<file path="src/rtl/pcjr_peripherals.sv">
// rtl/pcjr_peripherals.sv - PCjr I/O peripheral cluster: decode, 8253 subset, port B, PS/2 keyboard, DCSG handshake, audio mix
module pit_counter (
    input  logic       clock,
    input  logic       reset,
    input  logic       pclk_enable,
    input  logic       gate,
    input  logic       ctrl_wr,
    input  logic [1:0] ctrl_rw,
    input  logic       data_wr,
    input  logic [7:0] data_in,
    input  logic       data_rd,
    output logic [7:0] rd_data,
    output logic       out
);
    logic [1:0]  rw_mode;
    logic        msb_next;
    logic [7:0]  lsb_hold;
    logic [15:0] reload;
    logic [16:0] count;
    logic        running;
    logic        latched;
    logic [15:0] latch_val;
    logic        load_now;
    logic [15:0] load_val;
    logic [16:0] reload_eff;
    logic [15:0] rd_val;
    logic        rd_msb;

    // A reload of zero stands for 65536, hence the 17-bit count.
    assign reload_eff = (reload == 16'h0000) ? 17'h10000 : {1'b0, reload};
    assign rd_val     = latched ? latch_val : count[15:0];
    assign rd_msb     = (rw_mode == 2'b10) || ((rw_mode == 2'b11) && msb_next);
    assign rd_data    = rd_msb ? rd_val[15:8] : rd_val[7:0];
    assign out        = count > {1'b0, reload_eff[16:1]};

    always_comb begin
        load_now = 1'b0;
        load_val = 16'h0000;
        if (data_wr && !ctrl_wr) begin
            case (rw_mode)
                2'b01: begin
                    load_now = 1'b1;
                    load_val = {8'h00, data_in};
                end
                2'b10: begin
                    load_now = 1'b1;
                    load_val = {data_in, 8'h00};
                end
                2'b11: begin
                    load_now = msb_next;
                    load_val = {data_in, lsb_hold};
                end
                default: ;
            endcase
        end
    end

    always_ff @(posedge clock or posedge reset) begin
        if (reset) begin
            rw_mode   <= 2'b11;
            msb_next  <= 1'b0;
            lsb_hold  <= 8'h00;
            reload    <= 16'h0000;
            count     <= 17'h00000;
            running   <= 1'b0;
            latched   <= 1'b0;
            latch_val <= 16'h0000;
        end else begin
            if (running && gate && pclk_enable)
                count <= (count <= 17'd1) ? reload_eff : count - 17'd1;
            if (ctrl_wr) begin
                if (ctrl_rw == 2'b00) begin
                    latched   <= 1'b1;
                    latch_val <= count[15:0];
                end else begin
                    rw_mode  <= ctrl_rw;
                    running  <= 1'b0;
                    msb_next <= 1'b0;
                    latched  <= 1'b0;
                end
            end else if (data_wr) begin
                if (rw_mode == 2'b11) begin
                    msb_next <= ~msb_next;
                    if (!msb_next)
                        lsb_hold <= data_in;
                end
                if (load_now) begin
                    reload  <= load_val;
                    count   <= (load_val == 16'h0000) ? 17'h10000 : {1'b0, load_val};
                    running <= 1'b1;
                end
            end else if (data_rd) begin
                if (rw_mode == 2'b11)
                    msb_next <= ~msb_next;
                if (latched && ((rw_mode != 2'b11) || msb_next))
                    latched <= 1'b0;
            end
        end
    end
endmodule

module pcjr_peripherals #(
    parameter logic [15:0] kb_bit_phase_cycle = 16'd1999,
    parameter logic [15:0] kb_over_time       = 16'd1000
) (
    input  logic        clock,
    input  logic        reset,
    input  logic        cpu_clock_posedge,
    input  logic        cpu_clock_negedge,
    input  logic        pclk_enable,
    input  logic        dcsg_clock_enable,
    input  logic [19:0] ADDRESS,
    input  logic [7:0]  DATA_IN,
    output logic [7:0]  DATA_OUT,
    input  logic        X_IO_OR_M,
    input  logic        R_OR_DT,
    input  logic        IOR_N,
    input  logic        IOW_N,
    input  logic        MEMR_N,
    input  logic        MEMW_N,
    input  logic        IO_E,
    output logic        SOUND_READY,
    output logic        peripherals_data_out,
    output logic        timer_intr,
    output logic        timer_audio,
    input  logic [7:0]  audio_input,
    output logic [7:0]  audio,
    input  logic        kbd_ps2_device_clock,
    input  logic        kbd_ps2_device_data,
    output logic        NMI
);
    logic [7:0]  port;
    logic        port_hit;
    logic        decoded;
    logic        wr_done;
    logic        wr_commit;
    logic        rd_pending;
    logic [7:0]  rd_port;
    logic        rd_done;
    logic [7:0]  rd_mux;
    logic [7:0]  port_b;
    logic        nmi_en;
    logic [7:0]  scancode;
    logic        key_pending;
    logic [5:0]  dcsg_cnt;
    logic [7:0]  t0_rd, t2_rd;
    logic        t0_out, t2_out;

    logic unused_inputs;
    assign unused_inputs = &{1'b0, cpu_clock_posedge, R_OR_DT, MEMR_N, MEMW_N, ADDRESS[19:16]};

    assign port = ADDRESS[7:0];

    always_comb begin
        port_hit = 1'b0;
        rd_mux   = 8'h00;
        case (port)
            8'h40: begin port_hit = 1'b1; rd_mux = t0_rd; end
            8'h42: begin port_hit = 1'b1; rd_mux = t2_rd; end
            8'h43: port_hit = 1'b1;
            8'h60: begin port_hit = 1'b1; rd_mux = scancode; end
            8'h61: begin port_hit = 1'b1; rd_mux = port_b; end
            8'hA0: begin port_hit = 1'b1; rd_mux = {nmi_en, 6'b000000, key_pending}; end
            8'hC0: port_hit = 1'b1;
            default: ;
        endcase
    end

    assign decoded   = IO_E && X_IO_OR_M && (ADDRESS[15:8] == 8'h00) && port_hit;
    assign wr_commit = decoded && !IOW_N && cpu_clock_negedge && !wr_done;
    // Read side effects fire on the cycle IOR_N is seen high again after a decoded read.
    assign rd_done   = rd_pending && IOR_N;

    always_ff @(posedge clock or posedge reset) begin
        if (reset) begin
            wr_done              <= 1'b0;
            rd_pending           <= 1'b0;
            rd_port              <= 8'h00;
            DATA_OUT             <= 8'h00;
            peripherals_data_out <= 1'b0;
            port_b               <= 8'h00;
            nmi_en               <= 1'b0;
            dcsg_cnt             <= 6'd0;
            NMI                  <= 1'b0;
            audio                <= 8'h00;
        end else begin
            if (IOW_N)
                wr_done <= 1'b0;
            else if (wr_commit)
                wr_done <= 1'b1;

            if (decoded && !IOR_N) begin
                rd_pending           <= 1'b1;
                rd_port              <= port;
                DATA_OUT             <= rd_mux;
                peripherals_data_out <= 1'b1;
            end else begin
                if (IOR_N)
                    rd_pending <= 1'b0;
                DATA_OUT             <= 8'h00;
                peripherals_data_out <= 1'b0;
            end

            if (wr_commit && port == 8'h61)
                port_b <= DATA_IN;
            if (wr_commit && port == 8'hA0)
                nmi_en <= DATA_IN[7];

            if (wr_commit && port == 8'hC0)
                dcsg_cnt <= 6'd32;
            else if (dcsg_clock_enable && dcsg_cnt != 6'd0)
                dcsg_cnt <= dcsg_cnt - 6'd1;

            NMI   <= nmi_en && key_pending;
            audio <= {1'b0, audio_input[7:1]} + (timer_audio ? 8'h3F : 8'h00);
        end
    end

    assign SOUND_READY = (dcsg_cnt == 6'd0);

    pit_counter u_counter0 (
        .clock       (clock),
        .reset       (reset),
        .pclk_enable (pclk_enable),
        .gate        (1'b1),
        .ctrl_wr     (wr_commit && port == 8'h43 && DATA_IN[7:6] == 2'b00),
        .ctrl_rw     (DATA_IN[5:4]),
        .data_wr     (wr_commit && port == 8'h40),
        .data_in     (DATA_IN),
        .data_rd     (rd_done && rd_port == 8'h40),
        .rd_data     (t0_rd),
        .out         (t0_out)
    );

    pit_counter u_counter2 (
        .clock       (clock),
        .reset       (reset),
        .pclk_enable (pclk_enable),
        .gate        (port_b[0]),
        .ctrl_wr     (wr_commit && port == 8'h43 && DATA_IN[7:6] == 2'b10),
        .ctrl_rw     (DATA_IN[5:4]),
        .data_wr     (wr_commit && port == 8'h42),
        .data_in     (DATA_IN),
        .data_rd     (rd_done && rd_port == 8'h42),
        .rd_data     (t2_rd),
        .out         (t2_out)
    );

    assign timer_intr  = t0_out;
    assign timer_audio = t2_out && port_b[1];

    logic [1:0]  kclk_s, kdat_s;
    logic        kclk_f, kdat_f;
    logic [15:0] kclk_cnt, kdat_cnt;
    logic [15:0] phase_cnt;
    logic [15:0] timeout_cnt;
    logic [3:0]  bit_cnt;
    logic [7:0]  shift;
    logic        parity_bit;
    logic        kclk_fall;
    logic        phase_tick;

    assign kclk_fall  = kclk_f && !kclk_s[1] && (kclk_cnt == kb_bit_phase_cycle);
    assign phase_tick = (phase_cnt == kb_bit_phase_cycle);

    always_ff @(posedge clock or posedge reset) begin
        if (reset) begin
            kclk_s      <= 2'b11;
            kdat_s      <= 2'b11;
            kclk_f      <= 1'b1;
            kdat_f      <= 1'b1;
            kclk_cnt    <= 16'h0000;
            kdat_cnt    <= 16'h0000;
            phase_cnt   <= 16'h0000;
            timeout_cnt <= 16'h0000;
            bit_cnt     <= 4'd0;
            shift       <= 8'h00;
            parity_bit  <= 1'b0;
            scancode    <= 8'h00;
            key_pending <= 1'b0;
        end else begin
            kclk_s <= {kclk_s[0], kbd_ps2_device_clock};
            kdat_s <= {kdat_s[0], kbd_ps2_device_data};

            // A line change is taken only once it has held for kb_bit_phase_cycle+1 clocks.
            if (kclk_s[1] == kclk_f)
                kclk_cnt <= 16'h0000;
            else if (kclk_cnt == kb_bit_phase_cycle) begin
                kclk_f   <= kclk_s[1];
                kclk_cnt <= 16'h0000;
            end else
                kclk_cnt <= kclk_cnt + 16'd1;

            if (kdat_s[1] == kdat_f)
                kdat_cnt <= 16'h0000;
            else if (kdat_cnt == kb_bit_phase_cycle) begin
                kdat_f   <= kdat_s[1];
                kdat_cnt <= 16'h0000;
            end else
                kdat_cnt <= kdat_cnt + 16'd1;

            phase_cnt <= phase_tick ? 16'h0000 : phase_cnt + 16'd1;

            if (rd_done && rd_port == 8'h60)
                key_pending <= 1'b0;

            if (kclk_fall) begin
                timeout_cnt <= 16'h0000;
                if (bit_cnt == 4'd0) begin
                    if (!kdat_f)
                        bit_cnt <= 4'd1;
                end else if (bit_cnt <= 4'd8) begin
                    shift   <= {kdat_f, shift[7:1]};
                    bit_cnt <= bit_cnt + 4'd1;
                end else if (bit_cnt == 4'd9) begin
                    parity_bit <= kdat_f;
                    bit_cnt    <= 4'd10;
                end else begin
                    if (kdat_f && (^{shift, parity_bit})) begin
                        scancode    <= shift;
                        key_pending <= 1'b1;
                    end
                    bit_cnt <= 4'd0;
                end
            end else if (bit_cnt == 4'd0) begin
                timeout_cnt <= 16'h0000;
            end else if (phase_tick) begin
                if (timeout_cnt == kb_over_time) begin
                    timeout_cnt <= 16'h0000;
                    bit_cnt     <= 4'd0;
                end else
                    timeout_cnt <= timeout_cnt + 16'd1;
            end
        end
    end
endmodule

</file>
<file path="config.mk">
export PLATFORM = sky130hd
export DESIGN_NAME = pcjr_peripherals
export DESIGN_NICKNAME = d
export VERILOG_FILES = /design/src/rtl/pcjr_peripherals.sv
export SDC_FILE = /design/constraint.sdc
export NUM_CORES = 1
export LEC_CHECK = 0
export CAP_MARGIN = 20
export CORE_AREA = 4 4 156 158
export CTS_BUF_LIST = sky130_fd_sc_hd__clkbuf_4
export CTS_CLUSTER_DIAMETER = 50
export DETAILED_ROUTE_END_ITERATION = 8
export DIE_AREA = 0 0 160 162
export HOLD_SLACK_MARGIN = 0.15
export PLACE_DENSITY = 0.87
export SYNTH_ARGS = -nofsm -noshare
export SYNTH_HDL_FRONTEND = slang
export SYNTH_HIERARCHICAL = 1
export SYNTH_SLANG_ARGS = --single-unit
</file>
<file path="constraint.sdc">
create_clock -name clock -period 6.29 [get_ports clock]
set_input_delay 1.887 -clock clock [delete_from_list [all_inputs] [get_ports clock]]
set_output_delay 1.887 -clock clock [all_outputs]
set_load 0.02 [all_outputs]
</file>
-- Word-level counts from Yosys, hierarchy flattened
Cells that the tools add are included.
- shift operators: 0
- bitwise operators: 10
- $mul: 0
- $lt $le $gt $ge: 5
- eq/ne operators: 32
- reductions and logical operators: 94
- divide/modulo/power cells: 0
- add/sub/neg operators: 9
- mux-type cells: 84
- operators with widths (kind ; number):
    2-to-1 mux 17 bit ; 14
    2-to-1 mux 16 bit ; 13
    one-hot mux 16 bit (3 select lines) ; 2
    adder 16 x 1 -> 16 bit (second input constant) ; 4
    == test 8 x 7 -> 1 bit (second input constant) ; 8
    zero test 16 bit ; 4
    == test 16 x 11 -> 1 bit (second input constant) ; 3
    one-hot mux 8 bit (5 select lines) ; 1
    2-to-1 mux 1 bit ; 38
    greater-than comparator 17 x 16 -> 1 bit ; 2
    <= comparator 17 x 1 -> 1 bit (second input constant) ; 2
    logical AND 1 bit ; 34
    subtractor 17 x 1 -> 17 bit (second input constant) ; 2
    2-to-1 mux 4 bit ; 8
    nonzero test 2 bit ; 13
    2-to-1 mux 8 bit ; 3
    AND reduction 3 bit ; 7
    2-to-1 mux 6 bit ; 3
    == test 16 x 10 -> 1 bit (second input constant) ; 1
    == test 8 bit (second input constant) ; 2
    AND reduction 2 bit ; 8
    AND reduction 4 bit ; 4
    != test 2 bit (second input constant) ; 6
    == test 2 bit (second input constant) ; 5
    22 further kinds ; 47
- output and inout port bits: 21
- bits in registers: 259
- bits in latches: 0
- memories kept: 0
- ROM bits: 0
- memory bits (writable): 0

-- Logic depth before layout (Yosys ltp)
Gate-level depths: netlist of run 1.
- depth after elaboration: 17
- mapped depth: 18
- mapped depth without buffers: 18

-- Modules after synthesis
The synthesis of run 1 kept the hierarchy.
- by module, submodules not included (module ; cells an instance ; instances ; area an instance (sq um)):
    pcjr_peripherals ; 633 ; 1 ; 6595.1
    pit_counter (u_counter0) ; 373 ; 1 ; 3804.9
    pit_counter (u_counter2) ; 373 ; 1 ; 3796.1

-- Worst setup path before layout of run 1
No wires, ideal clock.
- path kind: input to register
- from: in ADDRESS[0]
- to: reg u_counter0.latch_val[0]
- data arrival time: 4.378 ns
- stages: 10
- setup slack: 1.787 ns
- setup time: 0.125 ns
- cells stage by stage: nor4_2 -> nand4b_1 -> a31oi_1 -> and4bb_2 -> nand2_1 -> nor2_1 -> inv_1 -> nor3_2 -> clkbuf_1 -> mux2_2
- word-level cells in the longest chain between the ends: 10
- ends and longest elaborated chain (item ; RTL line ; RTL):
    start: declaration ; 112 ; input logic [19:0] ADDRESS,
    == test 8 x 7 -> 1 bit, or another cell as far along ; 157 ; case (port)
    OR reduction 7 bit (no line) ; n/a ;
    2-to-1 mux 1 bit ; 157 ;
    logical AND 1 bit ; 169 ; assign decoded = IO_E && X_IO_OR_M && (ADDRESS[15:8] == 8'h00) && port_hit;
    logical AND 1 bit (3 in series) ; 170 ; assign wr_commit = decoded && !IOW_N && cpu_clock_negedge && !wr_done;
    logical AND 1 bit (*) (2 in series) ; 226 ; .ctrl_wr (wr_commit && port == 8'h43 && DATA_IN[7:6] == 2'b00),
    AND reduction 2 bit (no line) (*) ; n/a ;
    end signal: assignment ; 74 ; latch_val <= count[15:0];
    end: declaration ; 22 ; logic [15:0] latch_val;
Mark *: on every way between the ends. The rest lies on a longest branch, timed or not.
A chain may end at the register's enable or synchronous reset.

-- Worst setup path after layout of run 1
- from: reg u_counter2.reload[10]
- to: out timer_audio
- word-level cells in the longest chain between the ends: 4
- ends and longest elaborated chain (item ; RTL line ; RTL):
    start: declaration ; 18 ; logic [15:0] reload;
    start signal: assignment ; 88 ; reload <= load_val;
    zero test 16 bit ; 30 ; assign reload_eff = (reload == 16'h0000) ? 17'h10000 : {1'b0, reload};
    2-to-1 mux 17 bit (*) ; 30 ;
    greater-than comparator 17 x 16 -> 1 bit (*) ; 34 ; assign out = count > {1'b0, reload_eff[16:1]};
    via t2_out ; 147 ; logic t0_out, t2_out;
    logical AND 1 bit (*) ; 250 ; assign timer_audio = t2_out && port_b[1];
    end: declaration ; 125 ; output logic timer_audio,
The timed path passes the listed nets; every way through them passes the cells marked *.

==> results of run 1 <==
[final timing paths]
check                                                endpoint  depth (start not counted)                               from  slack, ns
min in group asynchronous       u_counter0/count[3]$_DFF_PP0_                          2                              reset       1.79
max in group asynchronous                 kclk_s[0]$_DFF_PP1_                          3                              reset       3.32
worst min register to register            kclk_s[1]$_DFF_PP1_                          0                kclk_s[0]$_DFF_PP1_       0.36
worst max register to register             audio[6]$_DFF_PP0_                         18  u_counter2/reload[10]$_DFFE_PP0P_       2.29
worst min-delay path                      kclk_s[1]$_DFF_PP1_                          0                kclk_s[0]$_DFF_PP1_       0.36
worst max-delay path                              timer_audio                         10  u_counter2/reload[10]$_DFFE_PP0P_       0.64
[worst reg2reg max path, delay by kind of cell, from the launching register on]
kind | cells | cell delay (ns)
flops | 1 | 0.41
fa+ha+maj | 3 | 0.80
compound gates | 7 | 1.36
xor+xnor | 1 | 0.13
buf+inv | 3 | 0.29
simple gates | 4 | 0.92
[Yosys cell counts, types with 5 or more instances]
master / n / area share (%)
nor2b_1: 6 / 0.26
a21o_1: 15 / 0.79
nand2b_1: 14 / 0.62
o211ai_1: 16 / 0.85
mux4_2: 15 / 2.4
or4_1: 8 / 0.42
mux2_2: 64 / 5.1
nand3_1: 37 / 1.3
ha_1: 61 / 5.4
nand4_1: 22 / 0.97
a22oi_1: 7 / 0.37
xor2_1: 29 / 1.8
a211oi_1: 7 / 0.37
nor2_1: 129 / 3.4
mux2i_1: 5 / 0.35
dfstp_2: 10 / 1.9
nor4_1: 24 / 1.1
nand3b_1: 7 / 0.37
and2_1: 11 / 0.48
and4_1: 8 / 0.49
nor3b_1: 8 / 0.42
a222oi_1: 8 / 0.56
a31oi_1: 13 / 0.57
o21ai_0: 68 / 2.4
a221oi_1: 10 / 0.62
nand2_1: 113 / 3.0
nor3_1: 34 / 1.2
a21oi_1: 59 / 2.1
buf_2: 6 / 0.21
o31ai_1: 6 / 0.32
mux2_4: 8 / 0.85
clkbuf_1: 35 / 0.93
or3_1: 10 / 0.44
and3_1: 22 / 0.97
xnor2_1: 46 / 2.8
inv_1: 68 / 1.8
dfrtp_1: 249 / 44
[per-stage QoR]
step                      setup slack, ns  std cells
after floorplan                    0.8018       1380
after global placement             0.7563       1702
after detailed placement           0.6354       1702
after CTS                          0.6837       1819
after global routing               0.4599       1820
final                              0.6410       1820
[layout by cell type, fill, tap and decap left out, drive strengths merged, types with 12 or more instances in the layout]
master / count
ha: 61
and3: 23
clkdlybuf4s50: 62
or3: 12
dfrtp: 249
xnor2: 46
inv: 71
nor2: 131
xor2: 29
nand4: 22
nor4: 31
a21o: 15
nand2b: 14
nand2: 116
nand3: 38
clkbuf: 103
buf: 20
nor3: 38
o21ai: 71
mux2: 76
a31oi: 13
mux4: 16
a21oi: 59
o211ai: 16
[sequential cells by signal (all words and copies together), names as in the netlist, 16 cells and up]
name	flops
u_counter0/reload	16
u_counter0/latch_val	16
kdat_cnt	16
u_counter2/reload	16
kclk_cnt	16
timeout_cnt	16
u_counter2/latch_val	16
phase_cnt	16
u_counter2/count	17
u_counter0/count	17
[per-layer routing]
metal  track usage, %  wire length (um)
met1            36.63             14740
met3            5.988              2655
met5                0                 0
met2            44.76             17230
met4            10.44              1003
[power groups by stage]
| stage | registers (mW) | logic [mW] | clock network, mW |
|---|---|---|---|
| after global routing | 1.72 | 0.190 | 1.60 |
| after floorplan | 1.74 | 0.0921 | 0 |
| final | 1.72 | 0.168 | 1.48 |
| after CTS | 1.72 | 0.171 | 1.51 |
| after detailed placement | 1.75 | 0.171 | 0 |
| after global placement | 1.75 | 0.164 | 0 |
[logic make-up after synthesis]
family	Yosys count
buffers and inverters	118
DFF	259
and+or+nand+nor	496
AOI/OAI and AO/OA	271
muxes	97
xor gates and xnor gates	75
adders and majority gates	62
other	1
[final cells by class]
type,count,area (um2)
Antenna cell,1,2.502
Clock buffer,103,773.2
Clock inverter,14,78.83
Fill cell,1667,7164
Inverter,68,260.3
Multi-Input combinational cell,1003,7216
Sequential cell,259,6494
Tap cell,290,362.8
Timing Repair Buffer,82,770.7
==> reports/qor.log, run 1 <==
INFO  power_and_ir_drop gate_power_share=5.0%
INFO  critical_path  critical_path.cell_chain=nor4_1 -> nand4_1 -> ha_1 -> a211o_1 -> nor2_1 -> o211ai_1 -> o221a_2 -> nand2_1 -> inv_1 -> clkdlybuf4s50_1
INFO  floorplan      rows=56
INFO  routing        detail_route.drc_violations=0
INFO  critical_path  timing.critical_path.fanout_max=7
INFO  clock_network  cts_sinks=259
INFO  yosys          yosys.area_share.simple=18.74%
INFO  routing        vias=11.62k
INFO  timing         achievable-frequency=0.1770GHz
INFO  yosys          avg_inst_size_synth=10.29um2
INFO  layout         synthToLayoutAreaGrowth=12.41%
INFO  run_status     status=finished, final reports clean
INFO  yosys          postSynthRegisterBits=259
INFO  clock_network  postCtsSetupRepairBufs=0
INFO  floorplan      core_region_area=23120um2
INFO  power_and_ir_drop totalPowerFinal=3.364mW
INFO  timing         finalMaxSlewViolations=0
INFO  timing         timing.final.crit_share=89.81%
INFO  global_routing grt_use_total=27.52%
INFO  power_and_ir_drop clock_power_share=44.0%
INFO  yosys          xor_xnor_fraction_of_synth_area=4.627%
INFO  timing         worst-slew-pin-transition=1.044ns
INFO  critical_path  required=4.40ns
INFO  critical_path  worst-setup-path-type=reg -> out
INFO  clock_network  cts_resized=0
INFO  clock_network  clkSlewWorstSetupHoldPaths=0.07ns
INFO  clock_network  cts_tree=yes
INFO  timing         final_period_minus_worst_setup_slack=5.649ns
INFO  global_routing grt_first_pass_wirelength=58.62mm
INFO  critical_path  worst_ep_arrival_time=3.76ns
INFO  floorplan      design.die.area=25920um2
INFO  yosys          synth.cell_area=14200um2
INFO  min_path       hold_path.class=reg -> reg
INFO  critical_path  worst_setup_end_kind=output pin
INFO  placement      detailedPlacementHpwl=24.65mm
INFO  clock_network  cts_max_level=3
INFO  critical_path  critical_path_buf_inv_count=2
INFO  yosys          ys_types=93
INFO  yosys          synth_seq_area_share=45.74%
INFO  timing         number_of_hold_violations_in_the_final_report=0
INFO  yosys          post_synth_mux_area_share=9.157%
INFO  yosys          synth.yosys.warnings=6
INFO  floorplan      fp.dieH=162um
INFO  routing        drtAntennaViolNets=0
INFO  critical_path  crit_path_top_delay_cell=clkdlybuf4s50_1
INFO  critical_path  worst_path_dominant_cell_family=simple AND/OR/NAND/NOR gates
INFO  layout         drive_gt1_share=17.20%
INFO  floorplan      starting_density=61.40%
INFO  clock_network  ctsHoldBuffers=0
INFO  timing         timing.final.setup_violations=0
INFO  yosys          postSynth.asyncResetShare=100.0%
INFO  layout         layout.core_utilization=69.02%
INFO  global_routing globalRoute.totalOverflow=0
INFO  placement      io_buffer_count=62
INFO  yosys          number_of_enable_type_register_cells_in_the_synthesized_netlist=0
INFO  timing         finClkSkew=0.04505ns
INFO  global_routing grt_pass1_vias=11.74k
INFO  timing         rsz0062_at_grt=false
INFO  routing        drt-initial-drc-count=1121
INFO  clock_network  clock_tree.root_cell=clkbuf_4
INFO  global_routing grt_start_max_net_pins=98
INFO  yosys          synth_ff_type=dfrtp_1
INFO  timing         timing.max_slew.rel_slack=30.40%
INFO  floorplan      top_level_ports=72
INFO  power_and_ir_drop static_leakage_power=7.459nW
INFO  yosys          yosys.area_share.adder=5.517%
INFO  power_and_ir_drop internal_power=2.546mW
INFO  power_and_ir_drop netSwitchingFraction=24.31%
INFO  routing        detailedRoute.firstPassIterationCount=9
INFO  routing        routed_wirelength=35.62mm
INFO  layout         nNetsFinal=1596
INFO  power_and_ir_drop pwr-share-seq=51.0%
INFO  yosys          synth_top_family_by_area=simple AND/OR/NAND/NOR gates
INFO  job            drv.max_cap_violation_count=0
INFO  clock_network  cts-buffers-inserted=69
INFO  timing         hold-worst-slack=0.3560ns
INFO  clock_network  cts-root-to-sink-buffers=3
INFO  clock_network  source_to_sink_clock_delay_at_the_later_pin_of_the_worst_skew_pair=0.70ns
INFO  power_and_ir_drop netSwitchingPower=0.8179mW
INFO  routing        vias_per_cell=6.382
INFO  floorplan      die-width=160um
INFO  timing         fin_tns_setup=0ns
INFO  global_routing grt_antenna_before_repair=1
INFO  power_and_ir_drop ir_drop=0.1941mV
INFO  placement      globalplace.congestion=0.9571
INFO  critical_path  crit_path_start_kind=flop
INFO  yosys          synth_compound_area_share=12.69%
INFO  layout         finished_cell_area=15960um2
INFO  power_and_ir_drop cellPowerDensity=210.8nW/um2
INFO  placement      detailed_place.area=15100um2
INFO  critical_path  cp_slowest_stage_delay=0.57ns
INFO  yosys          postSynthCellCount=1379
INFO  routing        routed_wire_length_per_instance=19.57um
Power figures use the tool's default switching activity.
==> inputs of run 2 (changes only) <==
Settings changed: CTS_BUF_LIST sky130_fd_sc_hd__clkbuf_4 to sky130_fd_sc_hd__clkbuf_4 sky130_fd_sc_hd__clkbuf_8, SKIP_CTS_REPAIR_TIMING from default to 1.
==> run 2 against run 1 <==
The flow now finishes with violations (design-rule violations); setup slack better by 0.12 ns; critical path depth unchanged; hold slack worse by 0.0018 ns; combinational power about the same; critical endpoint unchanged; highest routed layer unchanged; fmax up 2.1%; clock power up 9%; die area unchanged; total power up 4.3%; first-iteration DRC count up 17%.
==> reports/qor.log, run 2 (synthesized netlist as in run 1, its figures left out) <==
INFO  timing         timing.final.crit_share=87.97% [-1.8 points]
INFO  power_and_ir_drop gate_power_share=4.8% [-0.2 points]
INFO  routing        drtAntennaViolNets=0 [unchanged]
INFO  clock_network  cts-buffers-inserted=44 [-36%]
INFO  critical_path  worst_setup_end_kind=output pin
INFO  run_status     status=finished with violations
INFO  timing         finClkSkew=0.02464ns [-0.02042 ns]
INFO  power_and_ir_drop internal_power=2.692mW [+5.7%]
INFO  critical_path  worst-setup-path-type=reg -> out
INFO  layout         drive_gt1_share=15.70% [-1.5 points]
INFO  routing        routed_wirelength=36.34mm [+2.0%]
INFO  global_routing grt_use_total=27.90% [+0.39 points]
INFO  timing         finalMaxSlewViolations=0 [unchanged]
INFO  floorplan      top_level_ports=72 [unchanged]
INFO  layout         synthToLayoutAreaGrowth=13.06%
INFO  routing        vias_per_cell=6.513 [+2.0%]
INFO  floorplan      rows=56 [unchanged]
INFO  min_path       hp-start=kclk_s[0]$_DFF_PP1_
INFO  min_path       worstHoldPathCells=0 [unchanged]
INFO  power_and_ir_drop netSwitchingPower=0.8153mW [-0.33%]
INFO  placement      io_buffer_count=62 [unchanged]
INFO  routing        routed_wire_length_per_instance=20.41um [+4.3%]
INFO  clock_network  cts_max_level=2 [-1]
INFO  critical_path  worst_setup_path_startpoint=u_counter2/reload[10]$_DFFE_PP0P_
INFO  power_and_ir_drop totalPowerFinal=3.507mW [+4.3%]
INFO  timing         rsz0062_at_grt=false
INFO  clock_network  cts_sinks=259 [unchanged]
INFO  critical_path  timing.critical_path.fanout_max=7 [unchanged]
INFO  layout         diodes=0 [-1]
INFO  job            drv.max_cap_violation_count=0 [unchanged]
INFO  global_routing grt_antenna_before_repair=0 [-1]
INFO  floorplan      design.die.area=25920um2 [unchanged]
INFO  clock_network  cts-root-to-sink-buffers=3 [unchanged]
INFO  timing         final_period_minus_worst_setup_slack=5.533ns [-0.1159 ns]
INFO  placement      detailedPlacementHpwl=24.65mm [unchanged]
INFO  timing         achievable-frequency=0.1807GHz [+2.1%]
INFO  layout         top_regs=u_counter0/count: 17 flops, u_counter2/count: 17 flops
INFO  run_status     violations=design-rule violations
INFO  power_and_ir_drop clock_power_share=46.2% [+2.2 points]
INFO  power_and_ir_drop cellPowerDensity=218.5nW/um2 [+3.7%]
INFO  global_routing grt_pass1_vias=11.73k [-0.060%]
INFO  clock_network  clkSlewWorstSetupHoldPaths=0.06ns [about the same]
INFO  power_and_ir_drop static_leakage_power=7.453nW [about the same]
INFO  critical_path  worst_ep_arrival_time=3.65ns [-0.11 ns]
INFO  power_and_ir_drop pwr-share-seq=49.0% [-2.0 points]
INFO  min_path       hold_path.class=reg -> reg
INFO  routing        drt-initial-drc-count=1317 [+17%]
INFO  layout         finished_cell_area=16050um2 [+0.58%]
INFO  layout         layout_commonest_cell=dfrtp_1
INFO  global_routing globalRoute.totalOverflow=0 [unchanged]
INFO  floorplan      starting_density=61.40% [unchanged]
INFO  routing        detail_route.drc_violations=1 [+1]
INFO  floorplan      die-width=160um [unchanged]
INFO  placement      detailed_place.area=15100um2 [unchanged]
INFO  timing         number_of_hold_violations_in_the_final_report=0 [unchanged]
INFO  layout         layout_common_cells=dfrtp_1, nor2_1, nand2_1
INFO  routing        detailedRoute.firstPassIterationCount=9 [unchanged]
INFO  floorplan      fp.dieH=162um [unchanged]
INFO  critical_path  r2r_cells=18 [unchanged]
INFO  power_and_ir_drop ir_drop=0.2150mV [+11%]
INFO  layout         layout.core_utilization=69.42% [+0.40 points]
INFO  global_routing grt_start_max_net_pins=98 [unchanged]
INFO  timing         timing.max_slew.rel_slack=30.23% [-0.17 points]
INFO  layout         nNetsFinal=1571 [-1.6%]
INFO  power_and_ir_drop netSwitchingFraction=23.24% [-1.1 points]
INFO  timing         fin_tns_setup=0ns [unchanged]
INFO  clock_network  source_to_sink_clock_delay_at_the_later_pin_of_the_worst_skew_pair=0.56ns [-0.14 ns]
INFO  critical_path  crit_path_start_kind=flop
INFO  critical_path  r2r-start=u_counter2/reload[10]$_DFFE_PP0P_
INFO  placement      globalplace.congestion=0.9571 [unchanged]
INFO  routing        vias=11.59k [-0.20%]
INFO  floorplan      core_region_area=23120um2 [unchanged]
INFO  global_routing grt_first_pass_wirelength=59.53mm [+1.6%]
INFO  critical_path  required=4.40ns [about the same]
INFO  clock_network  clock_tree.root_cell=clkbuf_8
INFO  clock_network  cts_tree=yes
INFO  timing         worst-slew-pin-transition=1.044ns [-0.0003701 ns]
INFO  timing         timing.final.setup_violations=0 [unchanged]
[run 2: cell count changes in the layout (fill, tap and decap cells not counted), sizes merged]
cell,previous run,this run
clkbuf,103,71
diode,1,0
clkinv,10,5
inv,71,69
[run 2: path summary, 6_finish.rpt]
check | to | slack (ns)
max | timer_audio | 0.76
min | kclk_s[1]$_DFF_PP1_ | 0.35
max reg2reg | audio[6]$_DFF_PP0_ | 2.28
min reg2reg | kclk_s[1]$_DFF_PP1_ | 0.35
max in group asynchronous | kclk_s[0]$_DFF_PP1_ | 3.19
min in group asynchronous | u_counter0/count[2]$_DFF_PP0_ | 1.92
[run 2: metal layers]
metal | wire length [um] | vias up | global-route usage [%]
met5 | 0 | - | 0
met4 | 1310 | 0 | 11.15
met3 | 2670 | 124 | 4.060
met2 | 17560 | 594 | 46.15
met1 | 14790 | 5689 | 37.57
li1 | - | 5186 | -
[run 2: layout make-up]
type,count,area (um2)
multi-input cells,1003,7216
fillers,1632,7072
flip-flops and latches,259,6494
clock buffers,71,883.3
repair buffers,82,770.7
well taps,290,362.8
inverters,68,260.3
clock inverters,7,63.81
[run 2: power by group through the flow]
| stage | Clock, mW | Combinational, mW | Sequential (mW) |
|---|---|---|---|
| detailed placement | 0 | 0.171 | 1.75 |
| global route | 1.73 | 0.191 | 1.72 |
| finish | 1.62 | 0.169 | 1.72 |
| global placement | 0 | 0.164 | 1.75 |
| CTS | 1.65 | 0.172 | 1.72 |
| floorplan | 0 | 0.0921 | 1.74 |
[run 2: worst max-delay path, cell delays in order (launching register included)]
cell	delay, ns
dfrtp_1	0.41
nor4_1	0.48
nand4_1	0.20
ha_1	0.34
a211o_1	0.30
nor2_1	0.10
o211ai_1	0.10
o221a_2	0.29
nand2_1	0.13
inv_1	0.16
clkdlybuf4s50_1	0.58
[run 2: metrics by stage]
step	worst slack [ns]	std cells	hold slack [ns]
global placement	0.7563	1702	0.3463
finish	0.7569	1780	0.3542
CTS	0.8163	1780	0.3526
global route	0.6407	1780	0.3569
floorplan	0.8018	1380	0.3452
detailed placement	0.6354	1702	0.3491
